--- config.mk ---
export PLATFORM = sky130hd
export DESIGN_NAME = uart_rx_frame
export DESIGN_NICKNAME = d
export VERILOG_FILES = /design/src/rtl/uart_pkg.sv /design/src/rtl/uart_baud_tick.sv /design/src/rtl/uart_rx_frame.sv
export SDC_FILE = /design/constraint.sdc
export NUM_CORES = 1
export LEC_CHECK = 0
export CORE_MARGIN = 4
export CORE_UTILIZATION = 40
export DETAILED_ROUTE_END_ITERATION = 8
export PLACE_DENSITY = 0.64
export SLEW_MARGIN = 20
export SYNTH_ARGS = -nofsm -noshare
export SYNTH_HDL_FRONTEND = slang
export SYNTH_HIERARCHICAL = 1
export SYNTH_SLANG_ARGS = --single-unit
--- constraint.sdc ---
create_clock -name clk -period 2.2 [get_ports clk]
set_clock_uncertainty 0.05 [all_clocks]
set_input_delay 0.55 -clock clk [delete_from_list [all_inputs] [get_ports clk]]
set_output_delay 0.55 -clock clk [all_outputs]
set_load 0.02 [all_outputs]
--- src/rtl/uart_pkg.sv ---
// rtl/uart_pkg.sv - shared types and helpers for the UART blocks
package uart_pkg;

  typedef enum logic [2:0] {
    IDLE      = 3'd0,
    START     = 3'd1,
    DATA      = 3'd2,
    PARITY    = 3'd3,
    STOP      = 3'd4,
    WAIT_HIGH = 3'd5
  } rx_state_e;

  localparam int DATA_BITS = 8;

  // Clocks per oversample tick, rounded to nearest and never below one.
  function automatic int calc_div(input int clk_freq, input int baud, input int oversample);
    int per_tick;
    int d;
    per_tick = baud * oversample;
    d = (clk_freq + per_tick / 2) / per_tick;
    return (d < 1) ? 1 : d;
  endfunction

endpackage

--- src/rtl/uart_baud_tick.sv ---
// rtl/uart_baud_tick.sv - oversample tick generator with synchronous phase reload
module uart_baud_tick #(
  parameter int DIV = 1
) (
  input  logic clk,
  input  logic rst,
  input  logic reload_i,
  output logic tick_o
);

  localparam int CW = (DIV > 1) ? $clog2(DIV) : 1;
  localparam logic [CW-1:0] LAST = CW'(DIV - 1);

  logic [CW-1:0] cnt_q, cnt_d;

  always_comb begin
    tick_o = (cnt_q == LAST);
    cnt_d  = (reload_i || tick_o) ? '0 : cnt_q + 1'b1;
  end

  always_ff @(posedge clk or posedge rst) begin
    if (rst) cnt_q <= '0;
    else     cnt_q <= cnt_d;
  end

endmodule

--- src/rtl/uart_rx_frame.sv ---
// rtl/uart_rx_frame.sv - oversampling 8N1 UART receiver; define UART_RX_PARITY_CHECK_EN for 8E1/8O1
module uart_rx_frame
  import uart_pkg::*;
#(
  parameter int CLK_FREQ   = 100_000_000,
  parameter int BAUD       = 9600,
  parameter int OVERSAMPLE = 16
`ifdef UART_RX_PARITY_CHECK_EN
  , parameter bit PARITY_ODD = 1'b0
`endif
) (
  input  logic                 clk,
  input  logic                 rst,
  input  logic                 rx,
  output logic [DATA_BITS-1:0] data_receive,
  output logic                 data_valid,
  output logic                 frame_error,
  output logic                 busy
);

  localparam int DIV = calc_div(CLK_FREQ, BAUD, OVERSAMPLE);
  localparam int TCW = $clog2(OVERSAMPLE);
  localparam int BIW = $clog2(DATA_BITS);
  localparam logic [TCW-1:0] HALF_LAST = TCW'(OVERSAMPLE / 2 - 1);
  localparam logic [TCW-1:0] FULL_LAST = TCW'(OVERSAMPLE - 1);
  localparam logic [BIW-1:0] LAST_BIT  = BIW'(DATA_BITS - 1);

  rx_state_e state_q, state_d;
  logic rx_meta_q, rx_s_q;
  logic [1:0] fill_q;
  logic [TCW-1:0] tick_cnt_q, tick_cnt_d;
  logic [BIW-1:0] bit_idx_q, bit_idx_d;
  logic [DATA_BITS-1:0] shift_q, shift_d, data_q, data_d;
  logic dv_q, dv_d, fe_q, fe_d;
  logic armed_q, armed_d, hi_run_q, hi_run_d;
  logic tick, reload, half_done, full_done, stop_ok, sync_ok;
`ifdef UART_RX_PARITY_CHECK_EN
  logic par_err_q, par_err_d;
`endif

  uart_baud_tick #(.DIV(DIV)) u_tick (
    .clk      (clk),
    .rst      (rst),
    .reload_i (reload),
    .tick_o   (tick)
  );

  // Synchroniser flops reset high; fill_q masks their reset value from the arming logic.
  assign sync_ok   = fill_q[1];
  assign half_done = tick && (tick_cnt_q == HALF_LAST);
  assign full_done = tick && (tick_cnt_q == FULL_LAST);

  always_ff @(posedge clk or posedge rst) begin
    if (rst) state_q <= IDLE;
    else     state_q <= state_d;
  end

  always_comb begin
    state_d = state_q;
    case (state_q)
      IDLE:      if (!rx_s_q && armed_q) state_d = START;
      START:     if (half_done) state_d = rx_s_q ? IDLE : DATA;
      DATA: begin
        if (full_done && bit_idx_q == LAST_BIT) begin
`ifdef UART_RX_PARITY_CHECK_EN
          state_d = PARITY;
`else
          state_d = STOP;
`endif
        end
      end
`ifdef UART_RX_PARITY_CHECK_EN
      PARITY:    if (full_done) state_d = STOP;
`endif
      STOP:      if (full_done) state_d = rx_s_q ? IDLE : WAIT_HIGH;
      WAIT_HIGH: if (tick && rx_s_q) state_d = IDLE;
      default:   state_d = IDLE;
    endcase
  end

  always_comb begin
    tick_cnt_d = tick_cnt_q;
    bit_idx_d  = bit_idx_q;
    shift_d    = shift_q;
    data_d     = data_q;
    dv_d       = 1'b0;
    fe_d       = 1'b0;
    armed_d    = armed_q;
    hi_run_d   = 1'b0;
    reload     = (state_q == IDLE) && (state_d == START);
`ifdef UART_RX_PARITY_CHECK_EN
    par_err_d  = par_err_q;
    stop_ok    = rx_s_q && !par_err_q;
`else
    stop_ok    = rx_s_q;
`endif
    if (state_d != state_q || full_done) tick_cnt_d = '0;
    else if (tick)                       tick_cnt_d = tick_cnt_q + 1'b1;

    case (state_q)
      IDLE: begin
        // Arm only after the line has stayed high across a whole tick interval.
        if (rx_s_q && sync_ok) begin
          hi_run_d = hi_run_q | tick;
          if (tick && hi_run_q) armed_d = 1'b1;
        end
      end
      START: begin
        bit_idx_d = '0;
`ifdef UART_RX_PARITY_CHECK_EN
        par_err_d = 1'b0;
`endif
      end
      DATA: begin
        if (full_done) begin
          shift_d   = {rx_s_q, shift_q[DATA_BITS-1:1]};
          bit_idx_d = bit_idx_q + 1'b1;
        end
      end
`ifdef UART_RX_PARITY_CHECK_EN
      PARITY: if (full_done) par_err_d = rx_s_q ^ (^shift_q) ^ PARITY_ODD;
`endif
      STOP: begin
        if (full_done) begin
          if (stop_ok) begin
            data_d = shift_q;
            dv_d   = 1'b1;
          end else begin
            fe_d   = 1'b1;
          end
        end
      end
      default: ;
    endcase
    if (fe_d) armed_d = 1'b0;
  end

  always_ff @(posedge clk or posedge rst) begin
    if (rst) begin
      rx_meta_q  <= 1'b1;
      rx_s_q     <= 1'b1;
      fill_q     <= 2'b00;
      tick_cnt_q <= '0;
      bit_idx_q  <= '0;
      shift_q    <= '0;
      data_q     <= '0;
      dv_q       <= 1'b0;
      fe_q       <= 1'b0;
      armed_q    <= 1'b0;
      hi_run_q   <= 1'b0;
`ifdef UART_RX_PARITY_CHECK_EN
      par_err_q  <= 1'b0;
`endif
    end else begin
      rx_meta_q  <= rx;
      rx_s_q     <= rx_meta_q;
      fill_q     <= {fill_q[0], 1'b1};
      tick_cnt_q <= tick_cnt_d;
      bit_idx_q  <= bit_idx_d;
      shift_q    <= shift_d;
      data_q     <= data_d;
      dv_q       <= dv_d;
      fe_q       <= fe_d;
      armed_q    <= armed_d;
      hi_run_q   <= hi_run_d;
`ifdef UART_RX_PARITY_CHECK_EN
      par_err_q  <= par_err_d;
`endif
    end
  end

  assign data_receive = data_q;
  assign data_valid   = dv_q;
  assign frame_error  = fe_q;
  assign busy         = (state_q != IDLE);

endmodule

==> flow_summary.toml, run 1 <==
[run_status]
outcome = "completed"

[setup_path]
worstPathRequired_ps = 2330
endpoint = "shift_q[6]$_DFFE_PP0P_"
critPathMaxFanout = 9
arrival_ps = 2300
reg2reg_depth = 6
endpoint_kind = "flop"
timing.rr.end = "shift_q[6]$_DFFE_PP0P_"
r2r-start = "u_tick/cnt_q[6]$_DFF_PP0_"
critPathLaunch = "u_tick/cnt_q[6]$_DFF_PP0_"
startpoint_type = "flop"
regToRegSetupSlack_ps = 30
critical_path_class = "flop to flop"

[route]
drc = 0
drt_pass1_iterations = 4
wl_per_cell_um = 14.5
drt-total-wl_mm = 3.97
ant_nets = 0
drt_iter0_markers = 95
vias = 1427
via_per_inst = 5.21

[floorplanning]
die-area_um2 = 6300
initial_core_util = 0.423
rows = 25
core_area_um2 = 4820
die_w_um = 79.4
ios = 14
die_h_um = 79.4

[power_and_ir_drop]
p_total_mw = 1.35
p_per_area_nw_per_um2 = 547
p_leak_nw = 1.17
irDropWorstVdd_mv = 0.381

[yosys]
synthArstFlopShare = 1.00
muxShareOfSynthArea = 0.0934
synth_edf_count = 0
synth_top_area_frac = 0.516
syn-mean-instance-area_um2 = 11.6
synth.cell_area_um2 = 2040
yosysTopAreaCell = "dfrtp_1"
synth_seq_cells = 44
yosysSeqAreaShare = 0.542
synth.distinct_cells = 50
synth_xor_area_frac = 0.0215
synth_flop_cell = "dfrtp_1"
synth_adder_area_share = 0.0307
synth_compound_area_frac = 0.112
synth-simple-area-share = 0.166
netlist_top_cells_area = "dfrtp_1, mux2_2, ha_1"
yosys_warnings = 6
syn_nets = 183
synth_cells = 175
synth_top_family_by_area = "simple AND/OR/NAND/NOR gates"

[place]
post-dp-hpwl_mm = 2.88
place.gp.congestion = 0.774
place_ws_ps = -14.0
io_buffers = 13

[cells_and_area]
final_cell_mix = "dfrtp_1, mux2_2, buf_4"
diodes = 0
fillers = 443
nets = 214
final_common_cell = "dfrtp_1"
layout-drive-gt1-share = 0.280
syn2layout_area_growth_pct = 21.3

[clock_network]
htreeDepth = 2
root_buffer = "clkbuf_8"
clk_latency_ps = 290
clock-sinks = 44
cts_made_buffers = 5
clk_path_buf_depth = 2
postCtsHoldBufs = 0
clk_pin_slew_ps = 80
cts_tree = "built"

[flow_run]
maxCapViolations = 0

[sta]
finalCriticalPeriod_ps = 2170
setup_viol = 0
setup_slack_ps = 31.2
period_share = 0.986
hold_viol_final = 0
slew_viol_final = 0
rsz0062_at_grt = "true"
fmaxAchievable_ghz = 0.461

[global_routing]
grt_pass1_wl_mm = 6.86
grt_pass1_vias = 1499
grt-ovfl-total = 0
antenna_found_initial = 0
grtUsageTotal = 0.138
grt_max_degree = 35

[worst_hold_path]
hold_path_startpoint = "fill_q[0]$_DFF_PP0_"
hold_class = "flop to flop"
-- cell type report --
| type | instances | area [µm²] | share of cell area |
|---|---|---|---|
| tap | 67 | 83.8 | 0.0339 |
| multi-input combinational | 116 | 882 | 0.357 |
| clock buffer | 7 | 86.3 | 0.0350 |
| clock inverter | 1 | 7.51 | 0.00304 |
| timing repair buffer | 30 | 273 | 0.110 |
| sequential | 44 | 1100 | 0.447 |
| inverter | 9 | 33.8 | 0.0137 |
-- sequential cells by signal, indices dropped and copies added, names as in the netlist, 2 cells and up --
signal and cells:
tick_cnt_q 4, u_tick/cnt_q 10, shift_q 8, state_q 3, bit_idx_q 3, data_receive 8
fill_q 2
-- cell usage after synthesis (3+ instances only) --
library cell	number
nor2_1	12
inv_1	9
nand3_1	9
xor2_1	3
nor3_1	3
clkbuf_1	4
o21ai_0	9
nand2_1	11
ha_1	5
dfrtp_1	42
a21oi_1	5
mux2_2	16
-- cells by family after synthesis --
kind of cell / count (synthesis)
AND/OR/NAND/NOR: 56
flip-flops: 44
AO/OA/AOI/OAI: 32
multiplexers: 17
buffers and inverters: 15
adder cells (fa/ha/maj): 5
XOR/XNOR: 5
other: 1
-- worst min path at each step --
stage	cells past startpoint	end
after global routing	0	fill_q[1]$_DFF_PP0_
after global placement	0	fill_q[1]$_DFF_PP0_
final	0	fill_q[1]$_DFF_PP0_
after floorplan	0	fill_q[1]$_DFF_PP0_
after detailed placement	0	fill_q[1]$_DFF_PP0_
after CTS	0	fill_q[1]$_DFF_PP0_
-- per-layer routing --
layer / routed length (µm) / track usage / up-vias
met5: 0 / 0 / -
met1: 1740 / 0.169 / 716
met4: 57 / 0.0430 / 0
met2: 2070 / 0.243 / 20
li1: - / - / 684
met3: 91 / 0.0306 / 7
-- critical path, stage by stage (launching register included) --
cell      delay (ps)
dfrtp_1          390
or3b_4           430
nor3_4           180
and4_4           260
nand2b_4          90
nor2_4           270
mux2_2           370
-- report_power, final --
part           internal (mW)  total, mW  switching [mW]
Combinational        0.00523     0.0226          0.0173
Sequential             0.813      0.815         0.00220
Clock                  0.255      0.513           0.258
-- stage by stage --
step / TNS [ps] / hold WS (ps) / utilization / instances / cell area (µm²)
CTS: 0 / 310 / 0.511 / 273 / 2460
finish: 0 / 306 / 0.513 / 274 / 2470
global route: -799 / 325 / 0.513 / 274 / 2470
floorplan: -481 / 281 / - / 175 / 2040
global placement: 0 / 284 / 0.489 / 265 / 2360
detailed placement: -31.2 / 292 / 0.489 / 265 / 2360
-- what timing repair did --
action / CTS / global route
endpoints found under the setup margin: 11 / 17
endpoints found under the hold margin: 0 / 0
gates resized for setup: 2 / 1
pin swaps: 3 / 1
setup buffers: 0 / 1
(Power assumes the default switching activity.)
==> run 2: changes to the inputs <==
--- a/config.mk
+++ b/config.mk
@@ -12,5 +12,4 @@
 export SLEW_MARGIN = 20
 export SYNTH_ARGS = -nofsm -noshare
 export SYNTH_HDL_FRONTEND = slang
-export SYNTH_HIERARCHICAL = 1
 export SYNTH_SLANG_ARGS = --single-unit
==> flow_summary.toml, run 2 <==
[power_and_ir_drop]
p_per_area_nw_per_um2 = 606
p_total_mw = 1.55
p_leak_nw = 1.24
irDropWorstVdd_mv = 0.246

[floorplanning]
die_w_um = 79.2
initial_core_util = 0.421
ios = 14
core_area_um2 = 4820
rows = 25
die_h_um = 79.2
die-area_um2 = 6280

[cells_and_area]
syn2layout_area_growth_pct = 26.4
largest-register = "u_tick.cnt_q"
final_common_cell = "dfrtp_1"
regArea_um2 = 1100
nets = 212
fillers = 418
multi_input_area_um2 = 907
largest_register_ffs = 10
diodes = 0
layout-drive-gt1-share = 0.270
utilization = 0.532
final_cell_area_um2 = 2560
final_cell_mix = "dfrtp_1, buf_4, nor2_1, mux2_4, nand2_1"

[global_routing]
grtUsageMet2 = 0.226
antenna_found_initial = 0
grt-ovfl-total = 0
grt_max_degree = 45
grtUsageMet1 = 0.178
grt_busiest_layer = "met2"
grtUsageTotal = 0.138
grt_pass1_wl_mm = 6.78
met3_usage = 0.0408
grt_pass1_vias = 1424

[yosys]
synth_edf_count = 0
netlist_top_cells_area = "dfrtp_1, mux2_4, mux2_2"
synth_top_area_frac = 0.518
yosys_warnings = 0
yosysSeqAreaShare = 0.544
synthArstFlopShare = 1.00
synth_flop_cell = "dfrtp_1"
syn_nets = 176
yosysMostFrequentCell = "dfrtp_1"
synth.distinct_cells = 41
syn-mean-instance-area_um2 = 12.1
synth.cell_area_um2 = 2030
synth_cells = 168
synth_seq_cells = 44
yosysTopAreaCell = "dfrtp_1"
synth_common_cells = "dfrtp_1, nor2_1, nand2_1"

[run_status]
outcome = "completed"

[route]
drt_pass1_iterations = 4
drt-total-wl_mm = 3.74
via_per_inst = 4.99
drc = 0
vias = 1351
ant_nets = 0
wl_per_cell_um = 13.8
drt_iter0_markers = 55

[sta]
hold_viol_final = 0
rsz0062_at_grt = "true"
period_share = 0.994
finalCriticalPeriod_ps = 2190
fmaxAchievable_ghz = 0.457
slew_viol_final = 0
setup_viol = 0

[setup_path]
critPathBufInv = 1
arrival_ps = 2320
endpoint_kind = "flop"
worst_path_largest_cell_delay_ps = 660
cp_top_family = "simple AND/OR/NAND/NOR gates"
critical_path_class = "flop to flop"
startpoint_type = "flop"
cp_slowest_cell = "or4_4"
crit_chain = "inv_1, ha_1, or4b_4, or4_4, mux2_4"
critPathMaxFanout = 8
worstPathRequired_ps = 2330

[clock_network]
postCtsSetupBuffers = 0
clk_latency_ps = 290
clk_pin_slew_ps = 80
clock-sinks = 44
cts_made_buffers = 5
clk_path_buf_depth = 2
root_buffer = "clkbuf_8"
postCtsHoldBufs = 0
htreeDepth = 2
cts_tree = "built"

[place]
placed_cell_area_um2 = 2410
post-dp-hpwl_mm = 2.69
place.gp.congestion = 0.878
io_buffers = 13

[worst_hold_path]
hold_class = "flop to flop"

[flow_run]
maxCapViolations = 0
==> run 2: path summary, 6_finish.rpt <==
check / cells past startpoint / slack [ps] / startpoint / end
worst max-delay path: 5 / 10 / u_tick.cnt_q[0]$_DFF_PP0_ / data_receive[0]$_DFFE_PP0P_
min in group asynchronous: 3 / 560 / rst / data_receive[1]$_DFFE_PP0P_
worst max register to register: 5 / 10 / u_tick.cnt_q[0]$_DFF_PP0_ / data_receive[0]$_DFFE_PP0P_
max in group asynchronous: 3 / 1270 / rst / rx_meta_q$_DFF_PP1_
worst min-delay path: 0 / 300 / fill_q[0]$_DFF_PP0_ / fill_q[1]$_DFF_PP0_
worst min register to register: 0 / 300 / fill_q[0]$_DFF_PP0_ / fill_q[1]$_DFF_PP0_
==> run 2: what timing repair did <==
item	in CTS	in global routing
setup endpoints to repair	24	31
gates resized for setup	7	4
pin swaps	2	0
==> run 2: final cells by class <==
cell class              count  share of cell area
repair buffers             34               0.123
flip-flops and latches     44               0.430
multi-input cells         112               0.354
clock buffers               5              0.0268
inverters                   7              0.0102
well taps                  67              0.0327
clock inverters             2              0.0234
==> run 2: where the power goes <==
part | internal, mW | total, mW | leakage, nW | switching (mW)
logic | 0.00779 | 0.0257 | 0.583 | 0.0179
clock network | 0.447 | 0.712 | 0.0642 | 0.265
registers | 0.813 | 0.817 | 0.589 | 0.00391
==> run 2: routing by layer <==
metal / up-vias / share of wire
li1: 655 / -
met1: 658 / 0.46
met2: 28 / 0.49
met3: 10 / 0.036
met4: 0 / 0.013
met5: - / 0
==> run 2: metrics by stage <==
stage	setup WS [ps]	hold WS, ps	instances	TNS (ps)
floorplan	-172	281	168	-1370
global placement	-66.3	282	265	-520
detailed placement	-116	285	265	-1200
CTS	-10.5	304	272	-31.8
global route	-72.9	316	271	-992
finish	13.3	302	271	0
==> run 2: cell families after synthesis <==
logic type | synth area share
adder cells (fa/ha/maj) | 0.0308
AO/OA/AOI/OAI | 0.0654
flip-flops | 0.544
buffers and inverters | 0.0351
other | 0.00185
AND/OR/NAND/NOR | 0.152
multiplexers | 0.123
XOR/XNOR | 0.0475
==> run 3: changes to the inputs <==
--- a/config.mk
+++ b/config.mk
@@ -5,7 +5,7 @@
 export SDC_FILE = /design/constraint.sdc
 export NUM_CORES = 1
 export LEC_CHECK = 0
-export CORE_MARGIN = 4
+export CORE_MARGIN = 2
 export CORE_UTILIZATION = 40
 export DETAILED_ROUTE_END_ITERATION = 8
 export PLACE_DENSITY = 0.64
==> flow_summary.toml, run 3 (synthesized netlist as in run 2, its figures left out) <==
[place]
io_buffers = 13
post-dp-hpwl_mm = 2.74
placed_cell_area_um2 = 2410
place_ws_ps = -130
place.gp.congestion = 0.783

[clock_network]
clock-sinks = 44
clk_pin_slew_ps = 80
clk_path_buf_depth = 2
cts_made_buffers = 5
root_buffer = "clkbuf_8"
cts_tree = "built"
htreeDepth = 2
clk_latency_ps = 290
postCtsHoldBufs = 0

[global_routing]
met3_usage = 0.0402
grt-ovfl-total = 0
grtUsageTotal = 0.156
grt_pass1_vias = 1397
grt_busiest_layer = "met2"
grtUsageMet2 = 0.260
grt_pass1_wl_mm = 6.47
grtUsageMet1 = 0.192
antenna_found_initial = 0
grt_max_degree = 45

[sta]
period_share = 0.994
slew_viol_final = 0
fmaxAchievable_ghz = 0.457
setup_slack_ps = 13.6
finalCriticalPeriod_ps = 2190
setup_viol = 0
rsz0062_at_grt = "true"
hold_viol_final = 0

[cells_and_area]
final_cell_area_um2 = 2540
diodes = 0
layout-drive-gt1-share = 0.268
final_common_cell = "dfrtp_1"
syn2layout_area_growth_pct = 25.2
largest-register = "u_tick.cnt_q"
final_cell_mix = "dfrtp_1, buf_4, nor2_1, mux2_4, nand2_1"
largest_register_ffs = 10
nets = 212

[floorplanning]
core_area_um2 = 4820
initial_core_util = 0.421
die_w_um = 75.2
ios = 14
die_h_um = 75.2
rows = 25
die-area_um2 = 5660

[route]
drc = 0
drt_iter0_markers = 91
ant_nets = 0
via_per_inst = 5.07
wl_per_cell_um = 14.0
vias = 1380
drt_pass1_iterations = 4
drt-total-wl_mm = 3.82

[flow_run]
maxCapViolations = 0

[setup_path]
crit_chain = "inv_1, ha_1, or4b_4, or3_4, nor3_4, buf_12, mux2_4"
arrival_ps = 2320
critical_path_class = "flop to flop"
startpoint_type = "flop"
endpoint_kind = "flop"
critPathMaxFanout = 9
worst_path_largest_cell_delay_ps = 460
cp_slowest_cell = "or4b_4"
worstPathRequired_ps = 2330
cp_top_family = "simple AND/OR/NAND/NOR gates"
critPathBufInv = 2

[power_and_ir_drop]
p_per_area_nw_per_um2 = 569
p_leak_nw = 1.23
irDropWorstVdd_mv = 0.231

[worst_hold_path]
hold_class = "flop to flop"

[run_status]
outcome = "completed"
run 3: worst paths after layout:
path | from | end | slack (ps) | depth (start not counted)
max | u_tick.cnt_q[0]$_DFF_PP0_ | shift_q[7]$_DFFE_PP0P_ | 10 | 7
max in group asynchronous | rst | rx_s_q$_DFF_PP1_ | 1270 | 3
min | fill_q[0]$_DFF_PP0_ | fill_q[1]$_DFF_PP0_ | 300 | 0
max reg2reg | u_tick.cnt_q[0]$_DFF_PP0_ | shift_q[7]$_DFFE_PP0P_ | 10 | 7
min reg2reg | fill_q[0]$_DFF_PP0_ | fill_q[1]$_DFF_PP0_ | 300 | 0
min in group asynchronous | rst | u_tick.cnt_q[3]$_DFF_PP0_ | 560 | 3
run 3: final cells by class:
class	instances	area [µm²]
clock inverters	2	35.0
flip-flops and latches	44	1100
multi-input cells	112	907
clock buffers	6	72.6
fillers	434	2280
repair buffers	34	312
inverters	7	26.3
well taps	67	83.8
run 3: worst register-to-register path, stage by stage, from the launching register on:
cell and delay [ps]:
dfrtp_1 380, inv_1 60, ha_1 120, or4b_4 460, or3_4 380, nor3_4 160
buf_12 160, mux2_4 300
run 3: power breakdown:
| part | switching, mW | total, mW | internal [mW] |
|---|---|---|---|
| sequential | 0.00396 | 0.817 | 0.813 |
| combinational | 0.0177 | 0.0255 | 0.00780 |
| clock | 0.267 | 0.604 | 0.337 |
run 3: through the flow:
stage	instances	power, mW	hold WS, ps	utilization	setup TNS [ps]
3_5_place_dp	265	0.860	286	0.501	-1420
3_3_place_gp	265	0.859	282	0.501	-524
5_1_grt	272	1.50	322	0.527	-731
4_1_cts	273	1.47	305	0.529	-7.70
2_1_floorplan	168	0.847	281	-	-1370
6_report	272	1.45	303	0.527	0
run 3: what timing repair did:
| action | CTS | global route |
|---|---|---|
| buffers inserted | 0 | 0 |
| pin swaps | 1 | 1 |
| resized for setup | 7 | 3 |
| setup endpoints to repair | 24 | 27 |
run 3: per-layer routing:
layer	vias to the layer above	share of wire
met5	-	0
met4	0	0.020
met3	6	0.030
met2	23	0.49
met1	688	0.46
li1	663	-
